## src/rtl/eeg_sample_writer.sv

```systemverilog
// eeg_sample_writer: streams ADC samples into intermediate-result memory as double-width Q(10,20) words
module eeg_sample_writer #(
  parameter int NUM_SAMPLES = 3840,
  parameter int BASE_ADDR   = 0,
  parameter int ADDR_W      = 16
) (
  input  logic              clk,
  input  logic              rst,
  input  logic              start_i,
  input  logic              adc_valid_i,
  input  logic [15:0]       adc_data_i,
  output logic              adc_ready_o,
  output logic              mem_wr_en_o,
  input  logic              mem_gnt_i,
  output logic [ADDR_W-1:0] mem_addr_o,
  output logic [29:0]       mem_data_o,
  output logic              mem_width_o,
  output logic [2:0]        mem_format_o,
  output logic              busy_o,
  output logic              done_o,
  output logic [11:0]       count_o
);
  localparam logic [1:0] IDLE = 2'd0, ACCEPT = 2'd1, WRITE = 2'd2, DONE = 2'd3;
  localparam logic [11:0] LAST = 12'(NUM_SAMPLES - 1);
  localparam logic [ADDR_W-1:0] BASE = ADDR_W'(BASE_ADDR);
  logic [1:0] state_q, state_d;
  logic [11:0] count_q, count_d;
  logic [ADDR_W-1:0] addr_q, addr_d;
  logic [29:0] data_q, data_d;
  logic go, gnt, last;
  assign go   = state_q == IDLE && start_i;
  assign gnt  = state_q == WRITE && mem_gnt_i;
  assign last = count_q == LAST;
  always_comb begin
    state_d = state_q == IDLE   ? (start_i ? ACCEPT : IDLE) :
              state_q == ACCEPT ? (adc_valid_i ? WRITE : ACCEPT) :
              state_q == WRITE  ? (mem_gnt_i ? (last ? DONE : ACCEPT) : WRITE) : IDLE;
    count_d = go ? '0 : gnt ? count_q + 12'd1 : count_q;
    // address stops at the final word so it never leaves the load's window
    addr_d  = go ? BASE : (gnt && !last) ? addr_q + ADDR_W'(1) : addr_q;
    data_d  = (state_q == ACCEPT && adc_valid_i) ? {1'b0, adc_data_i, 13'b0} : data_q;
  end
  always_ff @(posedge clk or posedge rst) begin
    if (rst) begin
      state_q <= IDLE;
      count_q <= '0;
      addr_q  <= BASE;
      data_q  <= '0;
    end else begin
      state_q <= state_d;
      count_q <= count_d;
      addr_q  <= addr_d;
      data_q  <= data_d;
    end
  end
  assign adc_ready_o  = state_q == ACCEPT;
  assign mem_wr_en_o  = state_q == WRITE;
  assign busy_o       = state_q != IDLE;
  assign done_o       = state_q == DONE;
  assign mem_addr_o   = addr_q;
  assign mem_data_o   = data_q;
  assign count_o      = count_q;
  assign mem_width_o  = 1'b1;
  assign mem_format_o = 3'd4;
endmodule

```

## config.mk

```make
export PLATFORM = sky130hd
export DESIGN_NAME = eeg_sample_writer
export DESIGN_NICKNAME = d
export VERILOG_FILES = /design/src/rtl/eeg_sample_writer.sv
export SDC_FILE = /design/constraint.sdc
export NUM_CORES = 1
export LEC_CHECK = 0
export CAP_MARGIN = 10
export CORE_MARGIN = 4
export CORE_UTILIZATION = 60
export DETAILED_ROUTE_END_ITERATION = 10
export DONT_BUFFER_PORTS = 1
export GPL_TIMING_DRIVEN = 0
export PLACE_DENSITY = 0.76
export SLEW_MARGIN = 20
export SYNTH_ARGS = -nofsm -noshare
export SYNTH_HDL_FRONTEND = slang
export SYNTH_SLANG_ARGS = --single-unit
```

## constraint.sdc

```tcl
create_clock -name clk -period 1.81 [get_ports clk]
set_input_delay 0.2715 -clock clk [delete_from_list [all_inputs] [get_ports clk]]
set_output_delay 0.2715 -clock clk [all_outputs]
set_load 0.005 [all_outputs]
```

* Yosys cells after proc, flatten, opt, wreduce, memory -nomap -nowiden *
Index checks and enable logic that the tools add are counted.

storage, ports and cells
  bits in registers = 46
  input port bits = 21
  output and inout bits = 66
  word-level logic and storage cells = 30

cells by class
  $add $sub $neg = 2
  eq/ne operators = 4
  mux-type cells = 11
  reductions and logical operators = 9

operators with widths
  operator               number
  $mux 16                2
  $mux 12                2
  $add 16x1->16 const B  1
  $add 12x1->12 const B  1
  $eq 12x12->1 const B   1
  $mux 2                 6
  $reduce_bool 2->1      3
  $eq 2x2->1 const B     2
  $logic_and 1x1->1      4
  $eq 2x1->1 const B     1
  $logic_not 2->1        1
  $logic_not 1->1        1
  $mux 1                 1

* Depth between registers and ports, before layout *
  word-level depth = 6
  mapped depth = 7
  mapped depth without buffers = 5

* Worst setup path before layout *
Ideal clock, no wire load.

  path kind = flip-flop to flip-flop
  from = register count_q[0], in the netlist count_o[0]
  to = register addr_q[12], in the netlist mem_addr_o[12]
  setup time = 79 ps
  data arrival time = 1611 ps
  data required time = 1731 ps
  slack = 119 ps
  cell stages (with the launch flop) = 7
  path buffers = 1
  period minus slack after synthesis = 1691 ps
  cell sequence = dfrtp_1 > ha_1 > nand4_1 > or4_1 > buf_2 > nand4_1 > mux2i_1

between the ends
  cells in the longest elaborated chain, start to end = 4

ends and longest elaborated chain
  element                             line  text
  start, declared                     27    logic [11:0] count_q, count_d;
  start signal, assigned              51    count_q <= count_d;
  $eq 12x12->1                        33    assign last = count_q == LAST;
  $logic_not 1->1                     40    addr_d = go ? BASE : (gnt && !last) ? addr_q + ADDR_W'(1) : addr_q;
  $logic_and 1x1->1                   40
  $reduce_bool 2->1 (no source line)  -
  end signal, assigned                52    addr_q <= addr_d;
  end, declared                       28    logic [ADDR_W-1:0] addr_q, addr_d;

No other way between the ends.
A chain may end at the register's enable or synchronous reset.

* Worst setup path in the final report *
  from = register state_q[0]
  to = register count_q[11], in the netlist count_o[11]

between the ends
  cells in the longest elaborated chain, start to end = 3
  elaborated cells on any way between the ends = 6
  those cells by class = 1 x eq/ne; 1 x mux; 4 x reduce/logical

ends and longest elaborated chain
  element                                                               line    text
  start, declared                                                       26      logic [1:0] state_q, state_d;
  start signal, assigned                                                50      state_q <= state_d;
  $eq 2x2->1 / $logic_not 2->1 (equally long branches)                  32, 31
  $logic_and 1x1->1 (on tied branches)                                  32, 31
  $reduce_bool 2->1 (no source line) / $mux 12 (equally long branches)  -

Several ways; a longest one is shown, not always the timed one.

==> impl_metrics.toml <==
[status]
status = "complete, no violations"

[cts]
clkTransAtPathRegs_ns = 0.08
cts-root-buf = "clkbuf_8"
cts_tree = "yes"
cts.sinks = 46
clock_latency_ns = 0.30
clockBufferDepth = 2
numCtsBuffers = 5
h-tree-depth = 2

[logic_synthesis]
syn_avg_cell_area_sq_um = 10.9
yosysWarnings = 0
ys_types = 47
netlist_instances = 216
synth_common_cells = "dfrtp_1, buf_4, nand2_1"
ys_ff_latch = 46
yosysMostFrequentCell = "dfrtp_1"
seq_area_frac_synth_pct = 49.0
yosysTopAreaCell = "dfrtp_1"
synth_edf_count = 0
syn-cell-area_sq_um = 2350
async_flop_share_pct = 100
synth_top_area_share_pct = 49.0
ys.flop_type = "dfrtp_1"
synth_area_leaders = "dfrtp_1, mux2_2, buf_4, mux2i_1, nand2_1"

[routing]
wl_met3_um = 692
via_per_inst = 5.73
top_layer = "met4"
drt_wl_total_um = 4830
drt_iter0_markers = 81
dr_wl_met2_um = 2340
vias = 1684
dr.pass1.iters = 4
drc = 0
wl_met1_um = 1750
wl_per_cell_um = 16.4
ant_nets = 0

[place]
pre_cts_ws_ns = -0.136
hpwl_um = 3520
placedCellCount = 281
io_buffers = 0
gp_congestion = 0.735
dpl_cell_area_sq_um = 2500

[timing]
setup_ws_ns = 0.0272
setup_viol = 0
fmax_mhz = 561
fin_crit_ns = 1.78
slew_viol_final = 0
skew_ns = 0.0124
rsz0062_at_grt = "yes"
tns_ns = 0
hold_viol = 0
tightest_slew_ns = 0.581
hold_ws_ns = 0.0892
relSlewSlack_pct = 60.9
fin_crit_sh_pct = 98.5

[final_layout]
diodes = 0
drive_above_1_share_pct = 31.3
syn2layout_area_growth_pct = 16.0
nets = 270
finalNonFillerCells = 294
utilization_pct = 73.4
fillers = 277
final_cell_area_sq_um = 2730

[power]
p_comb_share_pct = 26.2
swShare_pct = 31.6
power.share.sequential_pct = 52.7
p_total_mw = 2.86
switchingPower_mw = 0.906
ir_drop_mv = 0.922
p_int_mw = 1.96
powerDensity_nw_per_um2 = 1050
power_leakage_nw = 1.23
pwr-share-clk_pct = 21.1

[worst_setup_path]
end_kind = "flop"
critPathKind = "flop to flop"
crit_chain = "nand3b_1 -> nor4_2 -> a31oi_1 -> a41o_1"
critPathMaxFanout = 6
cp-start-kind = "flop"
slowest_delay_ns = 0.52
path_buf_inv = 0
slowest_stage = "nor4_2"
critPathArrivalTime_ns = 1.97
crit_family = "simple AND/OR/NAND/NOR gates"
crit_required_ns = 2.00

[floorplanning]
num_rows = 22
die_height_um = 70.6
ioPinCount = 87
die_w_um = 70.6
dieArea_sq_um = 4980
initial_core_util_pct = 63.3
core_area_sq_um = 3720

[grt]
grt_pass1_wl_um = 7970
grt_overflow_total = 0
grt_use_total_pct = 20.2
grt_pass1_vias = 1693
grt_start_max_net_pins = 25
antenna_found_initial = 0

[job]
max-cap-violations = 0

[min_path]
worstHoldPathType = "input pin to flop"
repair_timing:
item	in CTS	in global routing
endpoints found under the hold margin	23	0
gates cloned	0	0
pin swaps	5	7
buffers inserted	3	5
setup endpoints to repair	16	29
hold buffers	1	0
gates resized for setup	9	14
metal layers:
| metal | track usage, % | vias up |
|---|---|---|
| met2 | 31.4 | 85 |
| met1 | 23.5 | 806 |
| li1 | - | 788 |
| met3 | 11.4 | 5 |
| met5 | 0 | - |
| met4 | 7.52 | 0 |
power groups by stage:
stage	Combinational (mW)	Sequential (mW)	Clock [mW]
6_report	0.750	1.51	0.604
5_1_grt	0.852	1.55	0.655
4_1_cts	0.694	1.51	0.617
3_5_place_dp	0.676	1.51	0
3_3_place_gp	0.644	1.50	0
2_1_floorplan	0.558	1.44	0
final timing paths:
kind	slack, ns	startpoint	to	cells after the start
hold reg to reg	0.53	mem_data_o[19]	mem_data_o[19]	1
hold / removal	0.09	adc_valid_i	state_q[0]	1
min in group asynchronous	0.49	rst	mem_data_o[26]	2
setup / recovery	0.03	state_q[0]	count_o[11]	4
max in group asynchronous	0.83	rst	mem_addr_o[1]	3
setup reg to reg	0.03	state_q[0]	count_o[11]	4
final cells by class:
cell class | instances | area [sq um] | area share [%]
plain buffers | 24 | 184 | 6.74
multi-input cells | 155 | 1130 | 41.3
inverters | 6 | 22.5 | 0.826
flip-flops and latches | 46 | 1160 | 42.4
clock buffers | 6 | 82.6 | 3.03
well taps | 48 | 60.1 | 2.20
repair buffers | 9 | 95.1 | 3.49
cell usage in the layout, fill, tap and decap left out, drive strengths merged, types with 7 or more instances in the layout:
cell / count
dfrtp: 46
clkbuf: 8
buf: 29
nor2: 13
nand3: 9
nand2: 16
a21oi: 7
nand4: 9
conb: 18
mux2: 16
flip-flops by register name, summed over array words and instances (netlist names):
signal	count
count_o	12
mem_addr_o	16
mem_data_o	16
state_q	2
cell families after synthesis:
family / count (synthesis) / share of synthesized area (%)
AND/OR/NAND/NOR: 79 / 19.7
flip-flops: 46 / 49.0
buffers and inverters: 31 / 8.57
AO/OA/AOI/OAI: 24 / 7.40
multiplexers: 22 / 10.2
XOR/XNOR: 10 / 3.73
adder cells (fa/ha/maj): 2 / 1.06
other: 2 / 0.319
Note: power is estimated with default switching activity, not from simulation.
